===== config.mk =====
export PLATFORM = sky130hd
export DESIGN_NAME = pong_game_ctrl
export DESIGN_NICKNAME = d
export VERILOG_FILES = /design/src/rtl/pong_pkg.sv /design/src/rtl/pong_frame_timer.sv /design/src/rtl/pong_game_ctrl.sv
export SDC_FILE = /design/constraint.sdc
export NUM_CORES = 1
export LEC_CHECK = 0
export BUFFER_PORTS_ARGS = -buffer_cell sky130_fd_sc_hd__buf_2
export CORE_MARGIN = 1.5
export CORE_UTILIZATION = 60
export CTS_CLUSTER_SIZE = 25
export DETAILED_ROUTE_END_ITERATION = 7
export GPL_ROUTABILITY_DRIVEN = 0
export HOLD_SLACK_MARGIN = 0.1
export PLACE_DENSITY = 0.83
export SLEW_MARGIN = 20
export SYNTH_ARGS = -nofsm -noshare
export SYNTH_HDL_FRONTEND = slang
export SYNTH_SLANG_ARGS = --single-unit
export TNS_END_PERCENT = 30

===== constraint.sdc =====
create_clock -name clk -period 3.1 [get_ports clk]
set_clock_uncertainty 0.15 [all_clocks]
set_input_delay 0.465 -clock clk [delete_from_list [all_inputs] [get_ports clk]]
set_output_delay 0.465 -clock clk [all_outputs]
set_load 0.05 [all_outputs]

===== src/rtl/pong_pkg.sv =====
// Shared types and codes for the Pong match sequencer and the score/display logic.
package pong_pkg;

  typedef enum logic [2:0] {
    StIdle  = 3'd0,
    StServe = 3'd1,
    StPlay  = 3'd2,
    StPause = 3'd3,
    StPoint = 3'd4,
    StOver  = 3'd5
  } pong_state_e;

  localparam logic [1:0] WINNER_NONE  = 2'b00;
  localparam logic [1:0] WINNER_LEFT  = 2'b01;
  localparam logic [1:0] WINNER_RIGHT = 2'b10;
  localparam logic [1:0] WINNER_DRAW  = 2'b11;

  // Bit 0 flags the left player, bit 1 the right; both set means a draw.
  function automatic logic [1:0] winner_code(input logic left_won, input logic right_won);
    return {right_won, left_won};
  endfunction

endpackage


===== src/rtl/pong_frame_timer.sv =====
// Frame-tick down-counter used for the serve delay and the post-point hold.
module pong_frame_timer #(
  parameter int unsigned TmrW = 8
) (
  input  logic            clk,
  input  logic            reset,
  input  logic            load_i,
  input  logic [TmrW-1:0] load_val_i,
  input  logic            frame_tick_i,
  output logic            zero_o
);

  localparam logic [TmrW-1:0] TmrOne = TmrW'(1);

  logic [TmrW-1:0] count_q, count_d;

  // A load wins over a coincident tick so a newly entered state gets its full count.
  always_comb begin
    count_d = count_q;
    if (load_i) begin
      count_d = load_val_i;
    end else if (frame_tick_i && (count_q != '0)) begin
      count_d = count_q - TmrOne;
    end
  end

  always_ff @(posedge clk or posedge reset) begin
    if (reset) begin
      count_q <= '0;
    end else begin
      count_q <= count_d;
    end
  end

  assign zero_o = (count_q == '0);

endmodule


===== src/rtl/pong_game_ctrl.sv =====
// Pong match sequencer: serve, play, pause, point hold and game-over with registered outputs.
module pong_game_ctrl
  import pong_pkg::*;
#(
  parameter int unsigned WinScore   = 7,
  parameter int unsigned ScoreW     = 4,
  parameter int unsigned ServeDelay = 60,
  parameter int unsigned PointHold  = 90,
  parameter int unsigned TmrW       = 8
) (
  input  logic              clk,
  input  logic              reset,
  input  logic              frame_tick_i,
  input  logic              start_btn_i,
  input  logic              pause_btn_i,
  input  logic              miss_left_i,
  input  logic              miss_right_i,
  output logic [2:0]        state_o,
  output logic              ball_en_o,
  output logic              ball_rst_o,
  output logic              serve_dir_o,
  output logic [ScoreW-1:0] score_l_o,
  output logic [ScoreW-1:0] score_r_o,
  output logic              game_over_o,
  output logic [1:0]        winner_o
);

  localparam logic [ScoreW-1:0] WinVal    = ScoreW'(WinScore);
  localparam logic [ScoreW-1:0] ScoreOne  = ScoreW'(1);
  localparam logic [TmrW-1:0]   ServeVal  = TmrW'(ServeDelay);
  localparam logic [TmrW-1:0]   PointVal  = TmrW'(PointHold);

  pong_state_e       state_q, state_d;
  logic              start_q, pause_q;
  logic [ScoreW-1:0] score_l_q, score_l_d, score_r_q, score_r_d;
  logic              serve_dir_q, serve_dir_d;
  logic [1:0]        winner_q, winner_d;
  logic              ball_en_q, ball_en_d;
  logic              ball_rst_q, ball_rst_d;
  logic              game_over_q, game_over_d;

  logic              start_edge, pause_edge, any_miss;
  logic              tmr_load, tmr_zero;
  logic [TmrW-1:0]   tmr_val;

  assign start_edge = start_btn_i & ~start_q;
  assign pause_edge = pause_btn_i & ~pause_q;
  assign any_miss   = miss_left_i | miss_right_i;

  pong_frame_timer #(
    .TmrW (TmrW)
  ) u_timer (
    .clk          (clk),
    .reset        (reset),
    .load_i       (tmr_load),
    .load_val_i   (tmr_val),
    .frame_tick_i (frame_tick_i),
    .zero_o       (tmr_zero)
  );

  always_comb begin
    state_d     = state_q;
    score_l_d   = score_l_q;
    score_r_d   = score_r_q;
    serve_dir_d = serve_dir_q;
    winner_d    = winner_q;
    tmr_load    = 1'b0;
    tmr_val     = ServeVal;

    unique case (state_q)
      StIdle, StOver: begin
        if (start_edge) begin
          state_d     = StServe;
          score_l_d   = '0;
          score_r_d   = '0;
          serve_dir_d = 1'b0;
          winner_d    = WINNER_NONE;
          tmr_load    = 1'b1;
        end
      end
      StServe: begin
        if (tmr_zero) begin
          state_d = StPlay;
        end
      end
      StPlay: begin
        if (any_miss) begin
          state_d  = StPoint;
          tmr_load = 1'b1;
          tmr_val  = PointVal;
          if (miss_left_i && (score_r_q != WinVal)) begin
            score_r_d = score_r_q + ScoreOne;
          end
          if (miss_right_i && (score_l_q != WinVal)) begin
            score_l_d = score_l_q + ScoreOne;
          end
          // Serve goes toward the player who missed; a double miss keeps the old direction.
          if (miss_left_i != miss_right_i) begin
            serve_dir_d = miss_right_i;
          end
        end else if (pause_edge) begin
          state_d = StPause;
        end
      end
      StPause: begin
        if (pause_edge) begin
          state_d = StPlay;
        end
      end
      StPoint: begin
        if (tmr_zero) begin
          if ((score_l_q == WinVal) || (score_r_q == WinVal)) begin
            state_d  = StOver;
            winner_d = winner_code(score_l_q == WinVal, score_r_q == WinVal);
          end else begin
            state_d  = StServe;
            tmr_load = 1'b1;
          end
        end
      end
      default: begin
        state_d = StIdle;
      end
    endcase

    ball_en_d   = (state_d == StPlay);
    ball_rst_d  = (state_d != StPlay) && (state_d != StPause);
    game_over_d = (state_d == StOver);
  end

  always_ff @(posedge clk or posedge reset) begin
    if (reset) begin
      state_q     <= StIdle;
      start_q     <= 1'b1;
      pause_q     <= 1'b1;
      score_l_q   <= '0;
      score_r_q   <= '0;
      serve_dir_q <= 1'b0;
      winner_q    <= WINNER_NONE;
      ball_en_q   <= 1'b0;
      ball_rst_q  <= 1'b1;
      game_over_q <= 1'b0;
    end else begin
      state_q     <= state_d;
      start_q     <= start_btn_i;
      pause_q     <= pause_btn_i;
      score_l_q   <= score_l_d;
      score_r_q   <= score_r_d;
      serve_dir_q <= serve_dir_d;
      winner_q    <= winner_d;
      ball_en_q   <= ball_en_d;
      ball_rst_q  <= ball_rst_d;
      game_over_q <= game_over_d;
    end
  end

  assign state_o     = state_q;
  assign ball_en_o   = ball_en_q;
  assign ball_rst_o  = ball_rst_q;
  assign serve_dir_o = serve_dir_q;
  assign score_l_o   = score_l_q;
  assign score_r_o   = score_r_q;
  assign game_over_o = game_over_q;
  assign winner_o    = winner_q;

endmodule


==> After elaboration in Yosys (flattened, before gate mapping) <==
Index checks and enable logic that the tools add are counted.
{ "op_classes": {"n_addsub": 3, "mul": 0, "div": 0, "order_cmp": 0, "n_eq_ne": 21, "shift": 0, "n_mux": 32, "n_bitwise": 5, "reduce_logical": 16} }
{ "ops": {"columns": ["cell", "n"], "rows": [
  ["$mux 3", 7],
  ["$mux 4", 5],
  ["$mux 8", 2],
  ["$pmux 4 s2", 2],
  ["$reduce_and 4->1", 4],
  ["$pmux 3 s5", 1],
  ["$mux 7", 2],
  ["$ne 2x2->1 const B", 7],
  ["$eq 3x2->1 const B", 3],
  ["$eq 3x3->1 const B", 3],
  ["$add 4x1->4 const B", 2],
  ["$eq 4x3->1 const B", 2],
  ["$logic_not 8->1", 1],
  ["$ne 4x3->1 const B", 2],
  ["$reduce_bool 8->1", 1],
  ["$sub 8x1->8 const B", 1],
  ["$mux 1", 7],
  ["$mux 2", 3],
  ["$ne 3x2->1 const B", 2],
  ["$reduce_bool 2->1", 3],
  ["$logic_and 1x1->1", 4],
  ["$pmux 2 s2", 1],
  ["$eq 3x1->1 const B", 1],
  ["$logic_not 3->1", 1],
  ["other kinds (8)", 10]
]} }
{ "totals": {"ff_bits": 27, "latchBits": 0, "mem_bits_rw": 0, "rom_bits": 0, "inputBits": 7, "out_inout_bits": 17, "elab_cells": 88, "mem_count": 0} }

==> Depth between registers and ports, before layout <==
{ "depth": {"word_depth": 7, "mapped_depth": 8, "ltp_nobuf": 7} }

==> Modules after synthesis <==
A second synthesis with hierarchy kept.
{ "hier_totals": {"cells_unflattened": 169, "hier_area_um2": 1587.8} }
{ "modules_own_cells": {"columns": ["module", "n_inst", "cells_each", "area_per_inst_um2", "seq_area_each_um2"], "rows": [
  ["pong_game_ctrl", 1, 116, 1092.3, 479.2],
  ["pong_frame_timer", 1, 53, 495.5, 200.2]
]} }

==> Worst setup path before layout <==
Ideal clock, no wire load.
{ "synth_timing": {"kind": "register -> register", "startpoint": "register state_q[2] (netlist: state_o[2])", "endpoint": "register score_r_q[0] (netlist: score_r_o[0])", "setup_time_ps": 125, "arrival_time_ps": 1905, "t_required_ps": 2825, "slack_ps": 920, "stages_incl_launch_ff": 6, "path_buffers": 1, "synth_period_minus_slack_ps": 2180, "path_cell_list": "dfrtp_1 nand2_1 or3_1 buf_2 a21oi_2 mux2_2"} }
{ "synth_via": {"elab_chain_cells": 4, "word_cells_on_any_way": 10, "cone_classes": "eq/ne: 5; mux: 1; reduce/logical: 4"} }
{ "synth_lines": {"columns": ["item", "line", "source"], "rows": [
  ["start: declaration", "pong_game_ctrl.sv:33", "pong_state_e state_q, state_d;"],
  ["start signal: assignment", "pong_game_ctrl.sv:133", "state_q <= StIdle;"],
  ["start signal: assignment", "pong_game_ctrl.sv:144", "state_q <= state_d;"],
  ["$eq 3x3->1 or $logic_not 3->1 (tied branches)", "pong_game_ctrl.sv:70", "unique case (state_q)"],
  ["$reduce_or 2->1", "pong_game_ctrl.sv:70", null],
  ["$ne 2x2->1 (no line) or $reduce_bool 2->1 (tied branches)", null, null],
  ["$reduce_and 4->1 (no line)", null, null],
  ["end signal: assignment", "pong_game_ctrl.sv:148", "score_r_q <= score_r_d;"],
  ["end: declaration", "pong_game_ctrl.sv:35", "logic [ScoreW-1:0] score_l_q, score_l_d, score_r_q, score_r_d;"]
]} }
Several ways; a longest one is shown, not always the timed one.
A chain may end at the register's enable or synchronous reset.

==> Worst setup path in the final report <==
{ "layout_timing": {"startpoint": "input start_btn_i", "endpoint": "register score_r_q[0] (netlist: score_r_o[0])"} }
{ "layout_via": {"elab_chain_cells": 3} }
{ "layout_lines": {"columns": ["item", "line", "source"], "rows": [
  ["start: declaration", "pong_game_ctrl.sv:14", "input logic start_btn_i,"],
  ["$and 1x1->1", "pong_game_ctrl.sv:46", "assign start_edge = start_btn_i & ~start_q;"],
  ["$ne 2x2->1 (no line)", null, null],
  ["$reduce_and 4->1 (no line)", null, null]
]} }
No other way between the ends.

==> results.md <==
* CTS hold repair buffers at 2
* GRT Total Usage at between 20 and 25%
* Synthesized area at 1565 sq um
* Final WL at between 3000 and 4000 um
* Initial antenna violation count at 0
* Most common library cells after synthesis: dfrtp_1 (24), nor2_1 (13), inv_1 (10), nand2_1 (10), o21ai_0 (8)
* Setup-failing EPs final at 0
* Initial Utilization at 63.18%
* Later-pin clock latency in the skew report at 0.31 ns
* Critical path startpoint category: input pin
* ANT cells at 0
* Met1 usage at 32.09%
* Final Hold Violating Endpoints at 0
* Crit path max fanout at 6
* Final worst path period need at approximately 2.3 ns
* Sequential cell area fraction in the yosys report at 43.41%
* Die H at 54.08 um
* Die ar. at slightly below 3000 sq um
* Layout cell share with drive strength beyond 1 at between 20% and 30%
* Syn_nets at 173
* Cells after Synth at 161
* First-pass GRT wire length at 5085 um
* # port buffers at 23
* Total gr overflow at 0
* Worst slew pin tran at 0.9349 ns
* Pre-CTS setup slack at 0.8889 ns
* Number of global-route vias before repair at 1,180
* CTS tree: done
* Primary FF master, synth: dfrtp_1
* Max Cap Viol at 0
* Die X at 54.08 um
* TritonCTS Buffers at 3
* Area leader, netlist: dfrtp_1
* Clock buffer depth at 2
* Fin crit share at 74.20%
* Nets at ~200
* Initial drt markers at 53
* Num rows at 18
* Flop-to-flop setup slack at ~0.93 ns
* Clock Sinks at 27
* CP endpoint kind: flip-flop
* Setup tns final at 0 ns
* Routed WL per cell at 14.37 um
* Post-CTS resize count at 0
* Tightest Hold Check Type: input pin to async pin
* DR vias at 1,297
* Critical-path cell list: dlygate4sd3_1 > buf_2 > nand2b_1 > or3_1 > a21oi_2 > mux2_2
* Arr. time, crit path at 2.37 ns
* DRC viols at 0
* Multi-input logic area at 808.3 sq um
* Reg clk slew, reported paths at around 0.14 ns
* Status: finished clean
* Syn Area/Cell at 9.722 sq um
* Crit-path slowest cell: dlygate4sd3_1
* Reg2Reg Depth at 5
* # Post-CTS Setup Buffers at 0
* Relative slew slack at 37.29%
* Worst Slack Setup Final at 0.7998 ns
* LEAKAGE at 0.8153 nW
* Number of flops mapped to enable cells by yosys at 0
* Synth Register Bits at 27
* Syn-to-layout area delta at 10.39%
* Core area at between 2000 and 2500 sq um
* FF-to-FF End: u_timer.count_q[6]
* Antenna Nets Post-Route at 0
* IO Pins at 24
* Pin count of the biggest net entering global routing at 28
* CP max stage delay at 0.51 ns
* Area contributors post-synth: dfrtp_1 (38%), dfstp_2 (5.0%), ha_1 (4.0%), xnor2_1 (3.4%), nor2_1 (3.1%)
* Vias per inst at 6.033
* Critical path data required time at around 3.2 ns
* Clock root buffer: clkbuf_4
* Pwr dens at around 590 nW/um^2
* Worst r2r src: state_o[1]
* Most Crowded Layer GR: met2
* RSZ-0062 raised after global routing: no
* Final Max Slew Viols at 0
* Drt pass-1 iters at 4
* Synth top area share at between 30% and 40%
* Number of H-tree levels at 1
* Fillcell total at 201
* Area taken by flip-flops and latches at between 600 and 700 sq um
* Met3 Use GR at under 10%
* Crit Path Class: input pin to flip-flop
* Met2 Resource Use GR at 39.84%
* VDD IR max at 0.0004658 V
* Hpwl dp at 2330 um
* Synth cell types at 51
* Fmax at 0.4348 GHz
* Syn. warnings at 0
* Cell with the most instances after synthesis: dfrtp_1
* Async set-reset flop share out of synthesis at 100.0%
[per-layer routing]
layer,vias up,wire length [um]
li1,626,-
met1,620,1369
met2,47,1524
met3,4,169
met4,0,25
met5,-,0
[area by class of cell]
cell class	instances	share of cell area, %
timing repair buffer	25	7.820
tap	30	2.172
inverter	11	2.390
sequential	27	39.32
clock buffer	4	1.521
multi-input combinational	118	46.78
[registers in the layout, summed over array words and instances, names as in the netlist, 2 cells and up]
signal and cells:
u_timer.count_q 8, score_l_o 4, score_r_o 4, state_o 3
winner_o 2
[placed cells by master, fill, tap and decap left out, types with 3 or more instances in the layout]
cell and instances:
clkbuf_4 3, a21oi_2 3, nor3b_1 3, dfrtp_1 24, inv_1 9, xnor2_1 6, ha_1 5, nor2b_1 5
o21ai_0 8, nand2_1 10, o21ai_1 3, nor2_1 13, nand3_1 5, nor3_1 3, dfstp_2 3, a21oi_1 5
nor4_1 3, buf_2 23, and2_1 5
[where the power goes]
| part | switching (mW) | leakage (nW) | total (mW) | internal [mW] |
|---|---|---|---|---|
| sequential | 0.0690 | 0.343 | 0.485 | 0.416 |
| combinational | 0.252 | 0.458 | 0.382 | 0.130 |
| clock | 0.0964 | 0.0150 | 0.147 | 0.0503 |
| total | 0.417 | 0.815 | 1.01 | 0.596 |
[kinds of logic after synthesis]
group / after synthesis / synth area share, %
and+or+nand+nor: 67 / 24.54
AOI/OAI and AO/OA: 37 / 17.67
DFF: 27 / 43.41
buffers and inverters: 16 / 4.956
xor gates and xnor gates: 6 / 3.357
adders and majority gates: 6 / 4.636
muxes: 2 / 1.439
[worst max-delay path: cells and delay by family]
kind,cells,cell delay [ns]
compound gates,1,0.30
buf+inv,2,0.63
mux,1,0.36
simple gates,2,0.62
[stage by stage]
| stage | utilization, % | cells | hold WS (ns) | power, mW | cell area (sq um) |
|---|---|---|---|---|---|
| 3_3_place_gp | 67.88 | 209 | 0.3293 | 0.8582 | 1682 |
| 4_1_cts | 69.75 | 215 | 0.2512 | 1.020 | 1728 |
| 3_5_place_dp | 67.88 | 209 | 0.3480 | 0.8727 | 1682 |
| 5_1_grt | 69.75 | 215 | 0.1211 | 1.080 | 1728 |
| 6_report | 69.75 | 215 | 0.06195 | 1.013 | 1728 |
| 2_1_floorplan | - | 161 | 0.3195 | 0.7832 | 1565 |
[worst max-delay path by stage]
stage	to	from	depth (start not counted)
final	score_r_o[0]	start_btn_i	6
after floorplan	score_r_o[0]	state_o[2]	5
after global placement	u_timer.count_q[6]	miss_right_i	8
after CTS	score_r_o[0]	start_btn_i	6
after detailed placement	u_timer.count_q[6]	miss_right_i	8
after global routing	score_r_o[2]	start_btn_i	7
Power figures use the tool's default switching activity.
